==> config.mk <==
export PLATFORM = sky130hd
export DESIGN_NAME = pf_arbiter
export DESIGN_NICKNAME = d
export VERILOG_FILES = /design/src/rtl/pf_arbiter.sv
export SDC_FILE = /design/constraint.sdc
export NUM_CORES = 1
export LEC_CHECK = 0
export CORE_AREA = 5 5 86 88
export CTS_CLUSTER_DIAMETER = 30
export DETAILED_ROUTE_END_ITERATION = 8
export DIE_AREA = 0 0 91 93
export HOLD_SLACK_MARGIN = 0.06
export PLACE_DENSITY = 0.86
export RECOVER_POWER = 25
export SLEW_MARGIN = 20
export SYNTH_ARGS = -nofsm -noshare
export SYNTH_HDL_FRONTEND = slang
export SYNTH_SLANG_ARGS = --single-unit
==> constraint.sdc <==
create_clock -name i_clk -period 2.45 [get_ports i_clk]
set_input_delay 0.49 -clock i_clk [delete_from_list [all_inputs] [get_ports i_clk]]
set_output_delay 0.49 -clock i_clk [all_outputs]
set_load 0.005 [all_outputs]
==> src/rtl/pf_arbiter.sv <==
// pf_arbiter: two-master (data A, prefetch B) bus arbiter with alternating tie-break.
// Optional bus timeout with abort when PF_ARBITER_TIMEOUT_EN is defined.
module pf_arbiter #(
  parameter int AW = 28,
  parameter int DW = 32,
  parameter int TMO_CW = 8
) (
  input  logic          i_clk,
  input  logic          i_reset,
  input  logic          i_a_cyc,
  input  logic          i_a_stb,
  input  logic          i_a_we,
  input  logic [AW-1:0] i_a_addr,
  input  logic [DW-1:0] i_a_data,
  output logic          o_a_stall,
  output logic          o_a_ack,
  output logic          o_a_err,
  input  logic          i_b_cyc,
  input  logic          i_b_stb,
  input  logic [AW-1:0] i_b_addr,
  output logic          o_b_stall,
  output logic          o_b_ack,
  output logic          o_b_err,
  output logic [DW-1:0] o_rdata,
  output logic          o_wb_cyc,
  output logic          o_wb_stb,
  output logic          o_wb_we,
  output logic [AW-1:0] o_wb_addr,
  output logic [DW-1:0] o_wb_data,
  input  logic          i_wb_stall,
  input  logic          i_wb_ack,
  input  logic          i_wb_err,
  input  logic [DW-1:0] i_wb_data
);
  typedef enum logic [1:0] {
    IDLE, OWN_A, OWN_B
`ifdef PF_ARBITER_TIMEOUT_EN
    , ABORT
`endif
  } state_e;

  if (TMO_CW < 1) begin : g_chk
    $error("pf_arbiter: TMO_CW must be at least 1");
  end

  state_e state_q, state_d;
  logic   lg_b_q, lg_b_d;
  logic   own_a, own_b, own_cyc, req_own, tmo, err_raw, ack_raw;

  assign own_a   = state_q == OWN_A;
  assign own_b   = state_q == OWN_B;
  assign own_cyc = own_a ? i_a_cyc : own_b ? i_b_cyc : 1'b0;
  // last-grant always names the current owner once the bus leaves IDLE
  assign req_own = lg_b_q ? i_b_cyc : i_a_cyc;

`ifdef PF_ARBITER_TIMEOUT_EN
  logic [TMO_CW-1:0] cnt_q, cnt_d;
  assign tmo   = own_cyc & (&cnt_q);
  assign cnt_d = (state_q == IDLE || (own_cyc && (i_wb_ack || err_raw))) ? '0 :
                 own_cyc ? cnt_q + 1'b1 : cnt_q;
  always_ff @(posedge i_clk) cnt_q <= i_reset ? '0 : cnt_d;
`else
  assign tmo = 1'b0;
`endif

  assign err_raw   = i_wb_err | tmo;
  assign ack_raw   = i_wb_ack & ~err_raw;
  assign o_a_ack   = own_a & i_a_cyc & ack_raw;
  assign o_a_err   = own_a & i_a_cyc & err_raw;
  assign o_b_ack   = own_b & i_b_cyc & ack_raw;
  assign o_b_err   = own_b & i_b_cyc & err_raw;
  assign o_a_stall = own_a ? i_wb_stall : 1'b1;
  assign o_b_stall = own_b ? i_wb_stall : 1'b1;
  assign o_wb_cyc  = own_cyc;
  assign o_wb_stb  = own_a ? i_a_cyc & i_a_stb : own_b ? i_b_cyc & i_b_stb : 1'b0;
  assign o_wb_we   = own_a & i_a_we;
  assign o_wb_addr = own_a ? i_a_addr : own_b ? i_b_addr : '0;
  assign o_wb_data = own_a ? i_a_data : '0;
  assign o_rdata   = i_wb_data;

  always_comb begin
    state_d = state_q;
    lg_b_d  = lg_b_q;
    if (state_q == IDLE) begin
      if (i_a_cyc && (!i_b_cyc || lg_b_q)) begin
        state_d = OWN_A;
        lg_b_d  = 1'b0;
      end else if (i_b_cyc) begin
        state_d = OWN_B;
        lg_b_d  = 1'b1;
      end
    end else if (!req_own) begin
      state_d = IDLE;
`ifdef PF_ARBITER_TIMEOUT_EN
    end else if (tmo) begin
      state_d = ABORT;
`endif
    end
  end

  always_ff @(posedge i_clk) begin
    state_q <= i_reset ? IDLE : state_d;
    lg_b_q  <= i_reset ? 1'b1 : lg_b_d;
  end
endmodule

==> summary.md <==
| Metric | Value |
|---|---|
| # rows | 30 |
| Die Wd | 91 um |
| Syn Nets | 267 |
| Min Tclk post-route | 2340 ps |
| Final ANT Viol Nets | 0 |
| Yosys warnings | 0 |
| Total CTS buffers | 3 |
| Hold_buf cts | 0 |
| Syn Std Cell Area | 1010 um^2 |
| Seq cells post-synth | 3 |
| Hold Vio Cnt, Final | 0 |
| Nets | 398 |
| Worst setup path class | primary input to primary output |
| Port Buffers | 166 |
| Placed Cells | 343 |
| Slowest cell on the critical path | clkdlybuf4s50_1 |
| Ports | 231 |
| Reg area | 61.3 um^2 |
| Crit path cell chain | clkdlybuf4s50_1 -> nand2_1 -> nor2_1 -> clkdlybuf4s50_1 |
| Drt pass-1 iters | 4 |
| Post-Layout Cell Count | 347 |
| Reg2reg path depth | 3 |
| Clock skew | 0.0143 ps |
| Avg Vias per Cell | 4.10 |
| Period utilization | 95.6% |
| Clock sinks | 3 |
| TritonCTS clock tree | yes |
| Seq/Total Area, Yosys | 5.93% |
| Top FF cell, synth | dfxtp_1 |
| Post-DP HPWL | 4810 um |
| Post-synth ARST share | 0% |
| First-pass GRT wire length | 8150 um |
| Antenna violations before repair | 0 |
| Status | finished clean |
| Buffer and inverter count on the worst path | 2 |
| Clock Latency Late Sink | 210 ps |
| CP most frequent cell | clkdlybuf4s50_1 |
| RSZ-0062 raised after global routing | false |
| Critical path data required time | 1960 ps |
| Vias | 1,423 |
| Crit-path max FO | 7 |
| Final setup fails | 0 |
| Iteration-0 DRC Markers | 17 |
| N_diodes | 0 |
| Slew headroom | 78.8% |
| Layout cells sized above 1 | 3.37% |
| Residual overflow from global routing | 0 |
| Residual DRC count | 0 |
| Die H | 93 um |
| Mean Syn Cell Area | 7.39 um^2 |
| Layout filler cell count | 664 |
| Clock buffer depth | 2 |
| Total GRT Usage | 11.5% |
| Die area | 8460 um^2 |
| Root Driver | clkbuf_8 |
| Initial Utilization | 15.4% |
| Core area | 6570 um^2 |
| Cells after Synth | 137 |
| Routed len/inst | 15.9 um |
| Max_cap viols | 0 |
| Hold WC Path Type | flip-flop to flip-flop |
| Cell count along the critical path | 4 |
| Gp weighted congestion | 0.719 |
| PwrDens | 284 nW/um^2 |
| Fin Setup TNS | 0 ps |
| Clock input transition at the sequential cells of the worst setup and hold paths | 30 ps |
| Leak pwr | 0.965 nW |
| VDD IR max | 0.322 mV |
| Worst slew pin tran | 317 ps |
| Fmax | 427 MHz |
| Critical path endpoint category | primary output |
| Delay of the slowest critical-path stage | 580 ps |
| Crit path launch type | primary input |
| Area Overhead vs Synth | 152% |
| Worst path top cell family by delay | buffers and inverters |
| H-tree lvl count | 1 |
| Multi-input logic area | 631 um^2 |
| Number of flops mapped to enable cells by yosys | 0 |
| Arr. time, crit path | 1850 ps |
| Largest net degree at the start of global routing | 39 |
| Worst hold path depth | 2 |
| Vias in the first global route | 1,462 |
| Fin. max-slew vios | 0 |
| Yosys cell types | 22 |
| Post-Route WL | 5520 um |
area by class of cell:
class                   instances  area share (%)
well taps                      80            3.92
repair buffers                169            67.2
multi-input cells              91            24.7
clock buffers                   4            1.76
flip-flops and latches          3            2.40
synthesized netlist by cell type, types with 2 or more instances:
| library cell | number | area share [%] |
|---|---|---|
| and2_1 | 33 | 20 |
| buf_4 | 32 | 24 |
| a22o_1 | 28 | 24 |
| nand2_1 | 6 | 2.2 |
| buf_6 | 5 | 5.6 |
| nand2b_1 | 5 | 3.1 |
| buf_2 | 4 | 2.0 |
| nor2_1 | 4 | 1.5 |
| dfxtp_1 | 3 | 5.9 |
| nand3_1 | 3 | 1.5 |
| and3_1 | 2 | 1.2 |
| clkbuf_2 | 2 | 0.99 |
routing by layer:
layer,part of all wire [%],global-route usage [%],vias up,wire length [um]
met4,0.71,1.34,0,39
met3,10,4.02,8,574
met2,53,21.6,87,2920
met5,0,0,-,0
met1,36,12.7,625,1990
li1,-,-,703,-
worst reg2reg max path, delay by kind of cell, from the launching register on:
kind / cells / cell delay [ps]
flip-flops: 1 / 340
AO/OA/AOI/OAI: 1 / 160
AND/OR/NAND/NOR: 2 / 540
cell usage in the layout (no fill, tap or decap):
| cell type | netlist | final |
|---|---|---|
| and2b_1 | 1 | 1 |
| dfxtp_1 | 3 | 2 |
| dfxtp_2 | 0 | 1 |
| a22o_1 | 28 | 28 |
| nand2_1 | 6 | 6 |
| nand3_1 | 3 | 3 |
| o21ai_0 | 1 | 1 |
| buf_12 | 0 | 2 |
| mux2_2 | 1 | 1 |
| clkbuf_8 | 0 | 3 |
| o22ai_1 | 1 | 1 |
| nor2_1 | 4 | 4 |
| and2_1 | 33 | 33 |
| nand2b_1 | 5 | 5 |
| clkbuf_1 | 0 | 1 |
| or3b_1 | 1 | 1 |
| nand3b_1 | 1 | 1 |
| clkdlybuf4s50_1 | 0 | 165 |
| nor2b_4 | 0 | 1 |
| buf_6 | 5 | 1 |
| dlymetal6s2s_1 | 0 | 1 |
| a21oi_1 | 1 | 1 |
| o41a_1 | 1 | 1 |
| and3_1 | 2 | 2 |
| a31oi_1 | 1 | 1 |
path summary, 6_finish.rpt:
kind,startpoint,end,slack [ps]
setup reg to reg,state_q[0],state_q[1],1330
hold reg to reg,state_q[0],state_q[0],540
setup / recovery,i_a_cyc,o_a_ack,110
hold / removal,state_q[0],state_q[0],540
repair_timing:
| action | in CTS | in global routing |
|---|---|---|
| setup endpoints to repair | 0 | 7 |
| buffers inserted | 0 | 0 |
| resized for setup | 0 | 3 |
per-stage QoR:
| step | setup slack (ps) | cell area (um^2) | utilization [%] | hold WS (ps) | total power, mW |
|---|---|---|---|---|---|
| CTS | 36.9 | 2540 | 38.7 | 570 | 0.736 |
| floorplan | 977 | 1010 | - | 506 | 0.270 |
| global route | 32.1 | 2550 | 38.9 | 575 | 0.770 |
| detailed placement | 70.5 | 2500 | 38.1 | 569 | 0.587 |
| finish | 109 | 2550 | 38.9 | 538 | 0.726 |
| global placement | 115 | 2500 | 38.1 | 548 | 0.582 |
state kept, by name, summed over array words and instances (netlist names):
signal   flops
state_q      2
lg_b_q       1
kinds of logic after synthesis:
family                 synth area share, %
buffers and inverters                 32.3
multiplexers                          1.11
flip-flops                            5.93
AO/OA/AOI/OAI                         27.6
AND/OR/NAND/NOR                       33.1
power by group:
part	leakage (nW)	internal (mW)	switching, mW
clock network	0.0228	0.111	0.0309
registers	0.0251	0.0553	0.0102
logic	0.917	0.364	0.154
total	0.965	0.530	0.195
Note: power is estimated with default switching activity, not from simulation.
